<file path="src/rtl/ps2_bus_sched.sv">
// ps2_bus_sched: 68k-side register file for a PS/2 port: receive FIFO, STATUS, TX handshake FSM.
// Define PS2_IRQ_EN to build the registered interrupt output and the irq_en control bit.
module ps2_bus_sched #(
  parameter int FIFO_DEPTH = 4
) (
  input  logic       clk,
  input  logic       rst_n,
  input  logic       reg_sel,
  input  logic       rd_lvl,
  input  logic       wr_lvl,
  input  logic [7:0] wr_data,
  output logic [7:0] read_reg,
  input  logic [7:0] rx_data,
  input  logic       rx_valid,
  output logic [7:0] tx_data,
  output logic       tx_req,
  input  logic       tx_ack,
  output logic       irq
);
  localparam int AW = $clog2(FIFO_DEPTH);
  localparam logic [AW:0] FULL_CNT = (AW+1)'(FIFO_DEPTH);
  typedef enum logic [1:0] {IDLE, REQ, RELEASE} state_t;
  state_t state_q, state_d;
  logic [7:0] mem_q [FIFO_DEPTH];
  logic [AW-1:0] wp_q, wp_d, rp_q, rp_d;
  logic [AW:0] cnt_q, cnt_d;
  logic ovf_q, ovf_d;
  logic rd_q, wr_q;
  logic [7:0] tx_data_q, tx_data_d;
  logic irq_en;
  logic rd_rise, wr_rise, not_empty, full, pop, push;
  logic [7:0] status;
  assign rd_rise   = rd_lvl & ~rd_q;
  assign wr_rise   = wr_lvl & ~wr_q;
  assign not_empty = cnt_q != '0;
  assign full      = cnt_q == FULL_CNT;
  assign pop       = rd_rise & ~reg_sel & not_empty;
  // a simultaneous pop frees the slot, so a full FIFO still accepts the byte
  assign push      = rx_valid & (~full | pop);
  assign status    = {3'b000, irq_en, state_q != IDLE, ovf_q, full, not_empty};
  assign read_reg  = reg_sel ? status : (not_empty ? mem_q[rp_q] : 8'h00);
  assign tx_data   = tx_data_q;
  assign tx_req    = state_q == REQ;
  always_comb begin
    wp_d  = push ? wp_q + AW'(1) : wp_q;
    rp_d  = pop ? rp_q + AW'(1) : rp_q;
    cnt_d = cnt_q + (AW+1)'(push) - (AW+1)'(pop);
    ovf_d = (rx_valid & full & ~pop) | (ovf_q & ~(wr_rise & reg_sel & wr_data[2]));
  end
  always_comb begin
    state_d   = state_q;
    tx_data_d = tx_data_q;
    case (state_q)
      IDLE: if (wr_rise && !reg_sel) begin
        state_d   = REQ;
        tx_data_d = wr_data;
      end
      REQ:     state_d = tx_ack ? RELEASE : REQ;
      RELEASE: state_d = tx_ack ? RELEASE : IDLE;
      default: state_d = IDLE;
    endcase
  end
  always_ff @(posedge clk or negedge rst_n) begin
    if (!rst_n) begin
      state_q   <= IDLE;
      tx_data_q <= 8'h00;
      wp_q      <= '0;
      rp_q      <= '0;
      cnt_q     <= '0;
      ovf_q     <= 1'b0;
      rd_q      <= 1'b0;
      wr_q      <= 1'b0;
    end else begin
      state_q   <= state_d;
      tx_data_q <= tx_data_d;
      wp_q      <= wp_d;
      rp_q      <= rp_d;
      cnt_q     <= cnt_d;
      ovf_q     <= ovf_d;
      rd_q      <= rd_lvl;
      wr_q      <= wr_lvl;
    end
  end
  always_ff @(posedge clk) begin
    if (push) mem_q[wp_q] <= rx_data;
  end
`ifdef PS2_IRQ_EN
  logic irq_en_q, irq_en_d, irq_q, irq_d;
  assign irq_en_d = (wr_rise & reg_sel) ? wr_data[4] : irq_en_q;
  assign irq_d    = irq_en_q & (not_empty | ovf_q);
  assign irq_en   = irq_en_q;
  assign irq      = irq_q;
  always_ff @(posedge clk or negedge rst_n) begin
    if (!rst_n) begin
      irq_en_q <= 1'b0;
      irq_q    <= 1'b0;
    end else begin
      irq_en_q <= irq_en_d;
      irq_q    <= irq_d;
    end
  end
`else
  assign irq_en = 1'b0;
  assign irq    = 1'b0;
`endif
endmodule
</file>
<file path="config.mk">
export PLATFORM = sky130hd
export DESIGN_NAME = ps2_bus_sched
export DESIGN_NICKNAME = d
export VERILOG_FILES = /design/src/rtl/ps2_bus_sched.sv
export SDC_FILE = /design/constraint.sdc
export NUM_CORES = 1
export LEC_CHECK = 0
export CORE_ASPECT_RATIO = 0.9
export CORE_MARGIN = 3
export CORE_UTILIZATION = 50
export CTS_BUF_LIST = sky130_fd_sc_hd__clkbuf_4 sky130_fd_sc_hd__clkbuf_8
export DETAILED_ROUTE_END_ITERATION = 16
export PLACE_DENSITY = 0.77
export SYNTH_ARGS = -nofsm -noshare
export SYNTH_HDL_FRONTEND = slang
export SYNTH_SLANG_ARGS = --single-unit
</file>
<file path="constraint.sdc">
create_clock -name clk -period 5.3 [get_ports clk]
set_input_delay 1.06 -clock clk [delete_from_list [all_inputs] [get_ports clk]]
set_output_delay 1.06 -clock clk [all_outputs]
set_load 0.01 [all_outputs]
</file>
==> summary.txt, run 1 <==
Outcome
  – Outcome: finished clean

Critical path
  – FF-to-FF Start: cnt_q[1]
  – Critical path type: in -> out
  – Worst R2R Path Depth: 7
  – CP Max Fanout: 9
  – Reg-to-reg slack, setup: around 3.1 ns
  – Required time worst endpoint: 4.24 ns
  – Critical Path Sink Type: output port
  – Critical path launch point type: input port
  – R2R Path End: cnt_q[1]
  – CP arrival: between 2 and 3 ns

Hold path
  – Hold endpoint: tx_data[4]
  – Hold Path Origin: tx_data[4]
  – Hold Path Stages: 1
  – Worst hold path class: reg -> reg

Layout
  – Nets@finish: 196
  – Share of layout cells above drive strength 1: 0.202
  – Finished Cell Area: roughly 0.0027 sq mm
  – Commonest non-fill, non-tap cell in the layout: clkdlybuf4s50_1
  – Filler instances: 295
  – Antenna cells: 0
  – Area grow syn2layout: 24.6%
  – Commonest cells after routing, fill and taps aside: 39 x clkdlybuf4s50_1, 32 x edfxtp_1, 20 x dfrtp_1

Global routing
  – Grt ovf: 0
  – Initial antenna violation count: 0
  – Number of global-route vias before repair: 1088
  – First-pass GRT wire length: between 5000 and 6000 microns
  – Pin count of the biggest net entering global routing: 21
  – GRT Util Overall: 0.152

Clock tree
  – Clock Path Buffers: 2
  – CTS Hold Buffers Added: 0
  – Clock Sink Count: 52
  – CTS Buf Count: 5
  – Clock Latency Late Sink: around 0.30 ns
  – Reg clk slew, reported paths: ~0.080 ns
  – CTS tree: built
  – Post-CTS Setup Bufs: 0
  – Resized cells post-CTS: 0
  – # H-tree levels: 2
  – Root buffer cell: clkbuf_8

Power and ir drop
  – Sequential share of power: 0.482
  – Sw Ratio: 0.280
  – Internal power: slightly above 900 uW
  – LEAKAGE: between 0.001 and 0.0015 uW
  – Clock Power Share: 0.205
  – VDD IR max: slightly above 0.3 mV
  – Logic pwr share: 0.312
  – Sw Pwr: between 300 and 400 uW
  – P per Cell Area: approximately 480 mW/mm^2

Synthesis
  – Avg Inst Size Synth: roughly 17 sq um
  – Synth Register Bits: 52
  – Post-Syn Instances: 125
  – Synth cell types: 33
  – Post-synthesis sequential area ratio: 0.673
  – Yosys warns: 0
  – Synthesized area: 0.00217 sq mm
  – Post-Syn Nets: around 150

Place
  – Routability congestion estimate: approximately 0.75
  – Placed cell area: 0.00259 sq mm
  – Hpwl dp: about 2500 microns
  – IO buf count: 39
  – Pre-CTS setup slack: roughly 1.4 ns

Floorplan
  – Initial Utilization: 0.526
  – Die area: just over 0.005 sq mm
  – Die span in x: around 75 microns
  – I/O pin cnt: 41
  – Die Height: just under 70 microns
  – Row cnt: 22
  – Core box area: 0.00413 sq mm

Timing
  – Worst relative slew slack: 0.428
  – Fmax achieved: 256 MHz
  – Worst-margin pin slew: approximately 0.86 ns
  – Hold Fails Final Rpt: 0
  – Crit share post-route: 0.737
  – RSZ-0062 raised after global routing: false
  – Setup Skew: 0.00609 ns
  – Fin worst setup slack: between 1 and 1.5 ns
  – Min cycle time layout: between 3 and 4 ns
  – Final setup vio count: 0
  – Max-slew violations: 0
  – Setup_tns: 0 ns

Detailed routing
  – Drt wl/cell: ~17 microns
  – Via density: around 5.3
  – Number of antenna-violating nets in the routed design: 0
  – Drt drc: 0
  – Highest Signal Layer: met4
  – WL met2: 1780 microns
  – Final wirelength: between 3000 and 4000 microns
  – Met3 wire length: 163 microns
  – Detailed router's first-iteration violation count: 89
  – DRT met1 WL: between 1500 and 2000 microns
  – Drt pass-1 iters: 6
  – Via count: approximately 1200

Run
  – Max-capacitance violation count: 0
[worst max-delay path by stage]
stage                 start          end  slack (ns)  depth (start not counted)
CTS                 reg_sel  read_reg[2]        1.37                          4
floorplan           reg_sel     cnt_q[2]        2.49                          9
global placement    reg_sel  read_reg[4]        1.43                          4
finish              reg_sel  read_reg[2]        1.39                          4
global route        reg_sel  read_reg[7]        1.25                          4
detailed placement  reg_sel  read_reg[2]        1.37                          4
[worst max-delay path: stages]
cell and delay [ns]:
clkdlybuf4s50_1 0.60, nor2_1 0.46, a22o_1 0.20, clkdlybuf4s50_1 0.54
[cell usage after synthesis]
library cell | n | area, sq um
a21bo_2 | 1 | 10.0
a21boi_0 | 1 | 7.51
a22o_1 | 2 | 17.5
and2_1 | 4 | 25.0
and2_2 | 4 | 30.0
buf_2 | 1 | 5.00
buf_4 | 1 | 7.51
buf_6 | 1 | 11.3
clkbuf_1 | 1 | 3.75
conb_1 | 1 | 3.75
dfrtp_1 | 20 | 500
edfxtp_1 | 32 | 961
fa_1 | 1 | 20.0
ha_1 | 5 | 62.6
inv_1 | 7 | 26.3
mux2_2 | 9 | 101
mux2_4 | 1 | 15.0
mux4_2 | 8 | 180
nand2_1 | 1 | 3.75
nand2b_1 | 3 | 18.8
nand3_1 | 1 | 5.00
nand4b_1 | 1 | 8.76
nor2_1 | 4 | 15.0
nor3_1 | 1 | 5.00
nor3b_1 | 1 | 7.51
nor4_1 | 1 | 6.26
nor4_4 | 1 | 21.3
o211a_1 | 1 | 10.0
o21ai_0 | 2 | 10.0
o21bai_1 | 1 | 7.51
o41a_2 | 1 | 12.5
or3_2 | 1 | 7.51
xnor2_1 | 5 | 43.8
[flip-flops by register name, summed over array words and instances, names as in the netlist]
signal	count
ovf_q	1
state_q	2
rp_q	2
mem_q	32
cnt_q	3
wp_q	2
rd_q	1
tx_data	8
wr_q	1
[logic make-up after synthesis]
group           count (synthesis)  share of synthesized area
flops                          52                      0.673
simple gates                   23                     0.0709
mux                            18                      0.137
buf+inv                        11                     0.0248
compound gates                  9                     0.0346
fa+ha+maj                       6                     0.0380
xor+xnor                        5                     0.0202
other cells                     1                    0.00173
[power groups by stage]
stage          combinational (uW)  clock, uW  sequential, uW
2_1_floorplan                 274          0             593
3_3_place_gp                  397          0             626
3_5_place_dp                  407          0             633
4_1_cts                       410        272             625
5_1_grt                       444        288             639
6_report                      403        265             623
[final cells by class]
type	instances	area [sq um]	share of cell area
Sequential cell	52	1460	0.540
Clock buffer	6	76.3	0.0282
Multi-Input combinational cell	62	656	0.242
Clock inverter	2	35.0	0.0130
Timing Repair Buffer	39	390	0.144
Tap cell	48	60.1	0.0222
Inverter	7	26.3	0.00971
[per-layer routing]
layer | vias to the layer above | GRT usage
met4 | 0 | 0.0524
met1 | 574 | 0.203
met3 | 5 | 0.0638
met5 | - | 0
li1 | 544 | -
met2 | 27 | 0.225
[stage by stage]
| stage | power (uW) | instances | hold slack, ns | utilization |
|---|---|---|---|---|
| floorplan | 867 | 125 | 0.467 | - |
| global placement | 1020 | 208 | 0.490 | 0.628 |
| detailed placement | 1040 | 208 | 0.496 | 0.628 |
| CTS | 1310 | 216 | 0.515 | 0.655 |
| global route | 1370 | 216 | 0.538 | 0.655 |
| finish | 1290 | 216 | 0.509 | 0.655 |
No activity file was read; power rests on OpenSTA's default activity.
==> run 2, diff against run 1 <==
Clock period 5.3 ns to 3.7 ns, I/O delays scaled along.
==> run 2 against run 1 <==
Net effect: global-route usage is 0.28 points higher; cell count stayed put; die area stayed put; register-to-register slack worse by 1.6 ns; clock skew is 0.0037 ns lower; hold slack better by 0.0070 ns; cell area is 0.14% higher; combinational power is 45% higher; flip-flop and latch count stayed put; highest routed layer unchanged.
==> summary.txt, run 2 (same netlist as run 1, synthesis figures left out) <==
Hold path
  – Hold Path Stages: 1
  – Hold Path Origin: tx_data[0]
  – Worst hold path class: reg -> reg
  – Hold endpoint: tx_data[0]

Global routing
  – Initial antenna violation count: 0
  – GRT Util Overall: 0.155
  – First-pass GRT wire length: approximately 5600 microns
  – Number of global-route vias before repair: roughly 1100
  – Pin count of the biggest net entering global routing: 21
  – Grt ovf: 0

Timing
  – Worst-margin pin slew: 0.898 ns
  – Final setup vio count: 0
  – Setup Skew: around 0.0024 ns
  – Crit share post-route: 0.867
  – Hold Fails Final Rpt: 0
  – Setup_tns: 0 ns
  – Min cycle time layout: ~3.2 ns
  – Worst relative slew slack: 0.400
  – RSZ-0062 raised after global routing: false
  – Fmax achieved: 312 MHz
  – Hold WS: 0.516 ns
  – Fin worst setup slack: 0.492 ns
  – Max-slew violations: 0

Place
  – Routability congestion estimate: between 0.7 and 0.8
  – IO buf count: 39
  – Hpwl dp: between 2000 and 3000 microns
  – Pre-CTS setup slack: roughly 0.42 ns

Critical path
  – Required time worst endpoint: between 2 and 3 ns
  – Critical Path Sink Type: output port
  – Setup crit start: reg_sel
  – FF-to-FF Start: cnt_q[1]
  – R2R Path End: cnt_q[2]
  – Critical path launch point type: input port
  – Worst R2R Path Depth: 8
  – Reg-to-reg slack, setup: 1.43 ns
  – Critical path type: in -> out
  – CP arrival: 2.47 ns
  – CP Max Fanout: 9

Detailed routing
  – Detailed router's first-iteration violation count: 77
  – Number of antenna-violating nets in the routed design: 0
  – Drt wl/cell: between 15 and 20 microns
  – Drt drc: 0
  – Via density: between 5 and 6
  – Drt pass-1 iters: 4
  – Via count: 1154
  – Final wirelength: 3630 microns

Run
  – Max-capacitance violation count: 0

Floorplan
  – Die Height: just under 70 microns
  – Initial Utilization: 0.526
  – Die area: 0.00517 sq mm
  – Die span in x: approximately 75 microns
  – Row cnt: 22
  – Core box area: between 0.004 and 0.005 sq mm
  – I/O pin cnt: 41

Layout
  – Area grow syn2layout: 24.8%
  – Max FFs per register: 32
  – Share of layout cells above drive strength 1: 0.202
  – Nets@finish: approximately 200
  – Commonest non-fill, non-tap cell in the layout: clkdlybuf4s50_1
  – Antenna cells: 0
  – Commonest cells after routing, fill and taps aside: 39 x clkdlybuf4s50_1, 32 x edfxtp_1, 20 x dfrtp_1
  – Filler instances: a little under 300
  – Top reg by flops: mem_q

Power and ir drop
  – LEAKAGE: 0.00101 uW
  – P per Cell Area: ~690 mW/mm^2
  – VDD IR max: roughly 0.46 mV

Clock tree
  – Clock Sink Count: 52
  – Reg clk slew, reported paths: ~0.090 ns
  – Root buffer cell: clkbuf_8
  – CTS tree: built
  – CTS Hold Buffers Added: 0
  – Post-CTS Setup Bufs: 0
  – Resized cells post-CTS: 0
  – # H-tree levels: 2
  – Clock Latency Late Sink: ~0.3 ns
  – CTS Buf Count: 5
  – Clock Path Buffers: 2

Outcome
  – Outcome: finished clean
run 2: changes by cell type in the layout (fill, tap and decap cells not counted), sizes merged:
| cell | before | now |
|---|---|---|
| inv | 7 | 8 |
| clkbuf | 6 | 5 |
run 2: worst max path at each step:
stage                       end  slack (ns)  depth (start not counted)
CTS                 read_reg[2]        0.44                          4
detailed placement     cnt_q[2]        0.42                          9
finish              read_reg[2]        0.49                          4
floorplan              cnt_q[2]        1.21                          9
global route        read_reg[7]        0.35                          4
global placement    read_reg[4]        0.47                          4
run 2: area by class of cell:
cell class / instances / area (sq um) / share of cell area
clock buffer: 5 / 68.8 / 0.0254
multi-input combinational: 62 / 656 / 0.242
sequential: 52 / 1460 / 0.539
inverter: 7 / 26.3 / 0.00970
timing repair buffer: 39 / 390 / 0.144
clock inverter: 3 / 46.3 / 0.0171
tap: 48 / 60.1 / 0.0222
run 2: per-stage QoR:
| step | std cells | instance area [sq um] | util | total power (uW) |
|---|---|---|---|---|
| after floorplan | 125 | 2170 | - | 1240 |
| after global placement | 208 | 2590 | 0.628 | 1470 |
| after detailed placement | 208 | 2590 | 0.628 | 1500 |
| after CTS | 216 | 2710 | 0.656 | 1890 |
| after global routing | 216 | 2710 | 0.656 | 1980 |
| final | 216 | 2710 | 0.656 | 1870 |
run 2: layer usage:
| metal | track usage | vias to the layer above | wire [microns] |
|---|---|---|---|
| met2 | 0.242 | 27 | 1830 |
| met3 | 0.0551 | 6 | 139 |
| met5 | 0 | - | 0 |
| met4 | 0.0655 | 0 | 56 |
| li1 | - | 543 | - |
| met1 | 0.196 | 578 | 1600 |
run 2: worst max-delay path, stage by stage:
cell             delay (ns)
clkdlybuf4s50_1        0.58
nor2_1                 0.42
a22o_1                 0.19
clkdlybuf4s50_1        0.53
run 2: report_power, final:
group | leakage (uW) | internal [uW] | switching [uW]
sequential | 0.000532 | 769 | 124
combinational | 0.000423 | 356 | 228
clock | 0.0000548 | 204 | 189
total | 0.00101 | 1330 | 541
